<file path="src/rtl/cpl_dw_packer.sv">
// Packs tagged 32-bit completion payload DWs into 128-bit words per tag for the gather read DMA.
// Build option: define PACKER_BYTE_SWAP_EN to byte-reverse every incoming DW before packing.
module cpl_dw_packer #(
  parameter int unsigned P_TAG_BITS = 5
) (
  input  logic         i_clk,
  input  logic         i_rst_n,
  input  logic         i_flush,
  input  logic         cpl_valid,
  input  logic [7:0]   cpl_tag,
  input  logic [31:0]  cpl_data,
  input  logic         cpl_eop,
  input  logic         cpl_last,
  output logic [7:0]   packer_tag,
  output logic [127:0] packer_dout,
  output logic [3:0]   packer_dout_dwen,
  output logic         packer_valid,
  output logic         packer_done,
  output logic         err_tag
);

  localparam int unsigned P_TAGS = 2 ** P_TAG_BITS;

  logic [1:0]            cnt_q  [P_TAGS];
  logic [95:0]           hold_q [P_TAGS];

  logic [7:0]            tag_q;
  logic [127:0]          dout_q;
  logic [3:0]            dwen_q;
  logic                  valid_q;
  logic                  done_q;
  logic                  err_q;

  logic [7:0]            tag_hi;
  logic                  in_range;
  logic [P_TAG_BITS-1:0] tag_idx;
  logic [31:0]           din;
  logic                  beat;
  logic                  req_end;
  logic                  emit;
  logic [1:0]            n;
  logic [95:0]           hold_cur;
  logic [127:0]          word_d;
  logic [3:0]            dwen_d;

`ifdef PACKER_BYTE_SWAP_EN
  function automatic logic [31:0] swap_bytes(input logic [31:0] d);
    return {d[7:0], d[15:8], d[23:16], d[31:24]};
  endfunction
  assign din = swap_bytes(cpl_data);
`else
  assign din = cpl_data;
`endif

  assign tag_hi   = cpl_tag >> P_TAG_BITS;
  assign in_range = (tag_hi == 8'd0);
  assign tag_idx  = cpl_tag[P_TAG_BITS-1:0];

  // A flush in the same cycle wins over the beat, which is dropped.
  assign beat     = cpl_valid && in_range && !i_flush;
  assign n        = cnt_q[tag_idx];
  assign hold_cur = hold_q[tag_idx];
  assign req_end  = cpl_eop && cpl_last;
  assign emit     = beat && ((n == 2'd3) || req_end);

  always_comb begin
    word_d = '0;
    dwen_d = '0;
    unique case (n)
      2'd0: begin
        word_d = {96'd0, din};
        dwen_d = 4'b0001;
      end
      2'd1: begin
        word_d = {64'd0, din, hold_cur[31:0]};
        dwen_d = 4'b0011;
      end
      2'd2: begin
        word_d = {32'd0, din, hold_cur[63:0]};
        dwen_d = 4'b0111;
      end
      default: begin
        word_d = {din, hold_cur};
        dwen_d = 4'b1111;
      end
    endcase
  end

  always_ff @(posedge i_clk or negedge i_rst_n) begin
    if (!i_rst_n) begin
      for (int unsigned i = 0; i < P_TAGS; i++) begin
        cnt_q[i] <= '0;
      end
    end else if (i_flush) begin
      for (int unsigned i = 0; i < P_TAGS; i++) begin
        cnt_q[i] <= '0;
      end
    end else if (beat) begin
      cnt_q[tag_idx] <= emit ? 2'd0 : n + 2'd1;
    end
  end

  // Payload storage needs no reset: lanes are only read below the tag's count.
  always_ff @(posedge i_clk) begin
    if (beat && !emit) begin
      unique case (n)
        2'd0:    hold_q[tag_idx][31:0]  <= din;
        2'd1:    hold_q[tag_idx][63:32] <= din;
        default: hold_q[tag_idx][95:64] <= din;
      endcase
    end
  end

  always_ff @(posedge i_clk or negedge i_rst_n) begin
    if (!i_rst_n) begin
      tag_q   <= '0;
      dout_q  <= '0;
      dwen_q  <= '0;
      valid_q <= 1'b0;
      done_q  <= 1'b0;
      err_q   <= 1'b0;
    end else begin
      valid_q <= emit;
      done_q  <= emit && req_end;
      if (emit) begin
        tag_q  <= cpl_tag;
        dout_q <= word_d;
        dwen_q <= dwen_d;
      end
      if (cpl_valid && !in_range) begin
        err_q <= 1'b1;
      end
    end
  end

  assign packer_tag       = tag_q;
  assign packer_dout      = dout_q;
  assign packer_dout_dwen = dwen_q;
  assign packer_valid     = valid_q;
  assign packer_done      = done_q;
  assign err_tag          = err_q;

endmodule
</file>
<file path="config.mk">
export PLATFORM = sky130hd
export DESIGN_NAME = cpl_dw_packer
export DESIGN_NICKNAME = d
export VERILOG_FILES = /design/src/rtl/cpl_dw_packer.sv
export SDC_FILE = /design/constraint.sdc
export NUM_CORES = 2
export LEC_CHECK = 0
export ABC_CLOCK_PERIOD_IN_PS = 5200
export CAP_MARGIN = 20
export CORE_MARGIN = 2
export CORE_UTILIZATION = 50
export DETAILED_ROUTE_END_ITERATION = 16
export GPL_ROUTABILITY_DRIVEN = 1
export PLACE_DENSITY = 0.66
export SLEW_MARGIN = 5
export SYNTH_ARGS = -nofsm -noshare
export SYNTH_HDL_FRONTEND = slang
export SYNTH_SLANG_ARGS = --single-unit
</file>
<file path="constraint.sdc">
create_clock -name i_clk -period 5.2 [get_ports i_clk]
set_input_delay 1.56 -clock i_clk [delete_from_list [all_inputs] [get_ports i_clk]]
set_output_delay 1.56 -clock i_clk [all_outputs]
set_load 0.005 [all_outputs]
</file>
=== After elaboration in Yosys (flattened, before gate mapping) ===
Memory sizes are Yosys's and may differ from the RTL's.
Index checks and enable logic that the tools add are counted.

* Memories: 1
* Register bits after elaboration: 207
* Bits of input ports: 46
* RAM bits: 3072
* Output and inout bits: 143

* Add/subtract/negate cells: 1
* Muxes and demuxes: 20
* Eq/ne operators: 3
* $lt $le $gt $ge: 2
* Bitwise operators: 1
* Reductions and logical operators: 16

{| class="wikitable"
|+ Memory list
! name !! depth !! width !! read ports !! clocked after Yosys merged registers in !! wr ports !! RTL line !! text
|-
| hold_q || 32 || 96 || 1 || 0 || 1 || 25 || <nowiki>logic [95:0] hold_q [P_TAGS];</nowiki>
|}

{| class="wikitable"
|+ Operator list
! operator !! number
|-
| case mux 128 bit (3 select lines) || 1
|-
| 2-to-1 mux 64 bit || 2
|-
| bitwise mux 64 bit || 1
|-
| case mux 4 bit (3 select lines) || 1
|-
| binary-select mux 2 bit (select 5 bit) || 1
|-
| demux 2 bit (select 5 bit) || 1
|-
| 2-to-1 mux 1 bit || 9
|-
| logical AND 1 bit || 8
|-
| zero test 8 bit || 1
|-
| 2-to-1 mux 2 bit || 4
|-
| greater-or-equal comparator 6 bit (second input constant) || 1
|-
| less-than comparator 6 x 1 -> 1 bit (second input constant) || 1
|-
| inverter 5 -> 6 bit || 1
|-
| == test 2 bit (second input constant) || 2
|-
| zero test 1 bit || 3
|-
| adder 2 x 1 -> 2 bit (second input constant) || 1
|-
| == test 2 x 1 -> 1 bit (second input constant) || 1
|-
| zero test 2 bit || 1
|-
| nonzero test 2 bit || 1
|-
| OR reduction 2 bit || 1
|-
| logical OR 1 bit || 1
|}

=== Logic depth before layout (Yosys ltp) ===
* Depth in word-level cells: 11
* Mapped depth: 17

=== Least setup slack after synthesis ===
No wires, ideal clock.

* Path type: input-to-reg
* Start: input cpl_tag[1]
* End: memory hold_q[2][64], enable pin
* Setup slack: -0.851 ns
* Stages: 15
* Arrival time: 5.630 ns
* Path buffers: 6
* Cell sequence: buf_2 buf_6 buf_6 buf_2 buf_4 mux4_2 a22oi_1 and4_1 inv_1 ha_1 a21oi_1 nor3b_2 nand2_1 clkbuf_1 nor2_1

* Word-level cells in the longest chain between the ends: 11

{| class="wikitable"
|+ Ends and longest elaborated chain
! what !! RTL line !! text
|-
| start, declared || 10 || <nowiki>input logic [7:0] cpl_tag,</nowiki>
|-
| inverter 5 -> 6 bit (not written as such) || 61 || <nowiki>assign n = cnt_q[tag_idx];</nowiki>
|-
| binary-select mux 2 bit (select 5 bit) || 61 ||
|-
| 2-to-1 mux 2 bit (not written as such) (2 in series) || 61 ||
|-
| == test 2 bit || 64 || <nowiki>assign emit = beat && ((n == 2'd3) || req_end);</nowiki>
|-
| logical OR 1 bit || 64 ||
|-
| logical AND 1 bit || 64 ||
|-
| zero test 1 bit || 105 || <nowiki>if (beat && !emit) begin</nowiki>
|-
| logical AND 1 bit || 105 ||
|-
| 2-to-1 mux 1 bit || 105 ||
|-
| 2-to-1 mux 1 bit (not written as such) || 109 || <nowiki>default: hold_q[tag_idx][95:64] <= din;</nowiki>
|-
| end, declared || 25 ||
|}

Parallel ways exist; a longest one is shown, timed or not. The select of a mux whose other input is x is not followed.

=== Worst setup path in the final report ===
* Start: input cpl_tag[1]
* End: register dout_q[37] (netlist: packer_dout[37])

* Word-level cells in the longest chain between the ends: 7

{| class="wikitable"
|+ Ends and longest elaborated chain
! what !! RTL line !! text
|-
| branches (longest 7 deep; another with case mux 128 bit (3 select lines)) || n/a ||
|-
| end signal, assigned || 127 || <nowiki>dout_q <= word_d;</nowiki>
|-
| end, declared || 28 || <nowiki>logic [127:0] dout_q;</nowiki>
|}

Several ways; the timed one is not identified. The select of a mux whose other input is x is not followed.
A chain may end at the register's enable or synchronous reset.

==> out/metrics.csv <==
stage,metric,value,unit
critical_path,"Max FO, Critical Path",118,
critical_path,Worst Setup Start Kind,primary input,
floorplan,Placement Rows,184,
grt,GRT Total Usage,29.8,%
finish,Finished Layout Cells,11153,
yosys,post-synth top area share,73.3,%
floorplan,Ports,189,
run_status,result of the run,completed,
timing,Final Setup Violations,0,
clocking,clock sink count,3279,
critical_path,Crit path arrival time,5.39,ns
clocking,Root Buffer,clkbuf_16,
grt,grt met1 use,41.5,%
drt,Pre-antenna DRT Iters,8,
grt,met3 Track Usage GR,6.95,%
finish,share of cells above drive strength 1,13.5,%
critical_path,Top delay family on crit path,buffers and inverters,
yosys,"EDFF count, synth",3072,
yosys,cells after synthesis,7046,
yosys,Mapped Avg Cell Area,17.9,um2
critical_path,Worst path slowest cell,nor4_1,
yosys,post-synth cell types,46,
clocking,Resized cells post-CTS,0,
drt,Starting DRT DRC Count,11030,
job,max-cap violations,0,
clocking,CTS tree,yes,
yosys,sequential area share after synthesis,77.4,%
placement,IO Port Bufs,188,
grt,largest net degree at the start of global routing,148,
drt,vias,72208,
timing,final critical-path setup slack,0.650,ns
yosys,Synth Flop Type,edfxtp_1,
grt,GR Overflow Total,0,
clocking,clk_lat worst skew,0.97,ns
critical_path,WP buf/inv,5,
power_and_ir_drop,P per Cell Area,378,nW/um2
yosys,"Cell Area, Synth",126000,um2
finish,final core utilization,58.6,%
yosys,Synth area leader,edfxtp_1,
drt,Post-Route WL,388,mm
placement,routability cong.,0.857,
finish,"commonest cells after routing, fill and taps aside","3072 x edfxtp_1, 1552 x mux2i_1, 775 x o22ai_1",
timing,Highest Clock Rate,220,MHz
finish,design area,147000,um2
placement,Area after DPL,136000,um2
hold_path,hold crit path type,register to register,
grt,initial antenna violation count,31,
grt,busiest grt layer,met2,
yosys,Ys Warns,0,
floorplan,Chip Height,506,um
drt,via/cell ratio,6.47,
clocking,Post-CTS Setup Bufs,0,
drt,Antenna Violating Nets Remaining,0,
yosys,Synth area leaders,"edfxtp_1 73%, mux2i_1 12%, dfrtp_1 4.1%, o22ai_1 3.9%, buf_2 1.1%",
drt,# DRC,0,
timing,Tmin final,4.55,ns
critical_path,critical path capture point type,register,
critical_path,crit path kind,primary input to register,
critical_path,CP required,6.04,ns
yosys,Seq cells post-synth,3279,
floorplan,core area,251000,um2
floorplan,Initial Util,50.2,%
drt,wire per inst,34.8,um
grt,global-route wire length before repair,538,mm
timing,slew margin rel.,15.0,%
placement,Place WS,-0.266,ns
clocking,H-Tree Depth,5,
floorplan,Die Area,256000,um2
timing,Clock Skew,0.0715,ns
placement,Cells after DPL,10538,
critical_path,crit-path cells,buf_16 > buf_4 > buf_12 > buf_12 > mux2i_1 > o22ai_1 > nor4_1 > buf_4 > nand2_1 > a221o_1,
timing,period utilisation layout,87.5,%
clocking,Clock Path Buffers,4,
power_and_ir_drop,LEAKAGE,52.0,nW
floorplan,die width,506,um
timing,Final Hold Vio Count,0,
placement,half-perimeter wire length after placement,212,mm
timing,RSZ-0062 raised after global routing,no,
critical_path,Slowest Stage Delay on Critical Path,0.83,ns
clocking,"CTS clk-pin slew, worst paths",0.06,ns
yosys,syn nets,7098,
timing,Pins Over Slew Limit,0,
clocking,TritonCTS buffer count,344,
finish,area grow syn2layout,16.7,%
grt,vias in the first global route,69876,
grt,met2 GRT Util,46.4,%
finish,"commonest non-fill, non-tap cell in the layout",edfxtp_1,
finish,post-layout net count,7593,
power_and_ir_drop,Worst IR Drop VDD,0.311,mV
clocking,cts hold-fix bufs,0,
yosys,"FFs w/ async S/R, synth",6.31,%
timing,worst slew pin tran,1.28,ns
[kinds of logic (layout without fill, tap and decap cells)]
kind of cell             Yosys count  count (layout)  share of synthesized area (%)
flip-flops                      3279            3279                           77.4
multiplexers                    1560            1560                           12.5
AO/OA/AOI/OAI                   1043            1043                           5.22
AND/OR/NAND/NOR                  716             716                           2.95
buffers and inverters            442            1196                           1.88
adder cells (fa/ha/maj)            6               6                         0.0596
other                              0               5                              0
[synth_stat cells, types with 2 or more instances]
master	instances
clkbuf_1	84
and3_1	64
nor3_1	3
and3b_1	2
ha_1	6
nor2_1	134
edfxtp_1	3072
nor3b_2	4
a22oi_1	4
or4_1	66
buf_4	64
nor4_1	128
and2_1	5
nand3_1	32
o22ai_1	775
or4b_1	4
buf_2	273
nand4b_2	4
nand4bb_1	6
nand2b_1	2
dfrtp_1	207
a221o_1	63
o21ai_0	37
nor2b_1	5
mux2i_1	1552
buf_6	17
a31oi_1	32
inv_1	2
mux4_2	8
a21oi_1	69
o21ai_1	60
nand2_1	248
[report_power, final]
group | total (mW) | internal, mW | switching [mW]
clock network | 23.8 | 13.9 | 9.92
logic | 2.60 | 0.889 | 1.71
registers | 29.1 | 28.9 | 0.145
total | 55.5 | 43.7 | 11.8
[path summary, 6_finish.rpt]
kind,startpoint,endpoint,slack (ns),cells after the start
min in group asynchronous,i_rst_n,packer_dout[22]$_DFFE_PN0P_,0.65,1
worst min-delay path,packer_dout[116]$_DFFE_PN0P_,packer_dout[116]$_DFFE_PN0P_,0.46,2
max in group asynchronous,i_rst_n,cnt_q[13]$_DFFE_PN0P_,3.55,2
worst max-delay path,cpl_tag[1],packer_dout[37]$_DFFE_PN0P_,0.65,10
worst max register to register,cnt_q[40]$_DFFE_PN0P_,hold_q[0][56]$_DFFE_PP_,1.52,14
worst min register to register,packer_dout[116]$_DFFE_PN0P_,packer_dout[116]$_DFFE_PN0P_,0.46,2
[worst min-delay path: stages (launching register included)]
cell and delay (ns):
dfrtp_1 0.34, nand2_1 0.05, nand2_1 0.05
[layer usage]
layer | part of all wire, % | vias up
met2 | 46 | 4860
li1 | - | 29411
met4 | 3.8 | 10
met3 | 12 | 802
met1 | 38 | 37125
met5 | 0.017 | -
[cell type report]
cell class / instances / area [um2]
clock buffers: 447 / 9350
clock inverters: 158 / 1440
repair buffers: 588 / 7470
multi-input cells: 3325 / 27000
flip-flops and latches: 3279 / 97400
diodes: 5 / 12.5
well taps: 3348 / 4190
inverters: 3 / 16.3
fillers: 18284 / 104000
[through the flow]
stage               total power, mW  hold slack, ns  TNS, ns
detailed placement             32.2           0.454   -0.827
floorplan                      30.7           0.445   -55.18
CTS                            55.6           0.468        0
global route                   56.8           0.490        0
finish                         55.5           0.465        0
global placement               32.1           0.450   -0.736
[flip-flops by register name (all words and copies together), names as in the netlist]
| register | flops |
|---|---|
| cnt_q | 64 |
| packer_done | 1 |
| packer_tag | 8 |
| packer_dout | 128 |
| packer_valid | 1 |
| hold_q | 3072 |
| packer_dout_dwen | 4 |
| err_tag | 1 |
No activity file was read; power rests on OpenSTA's default activity.
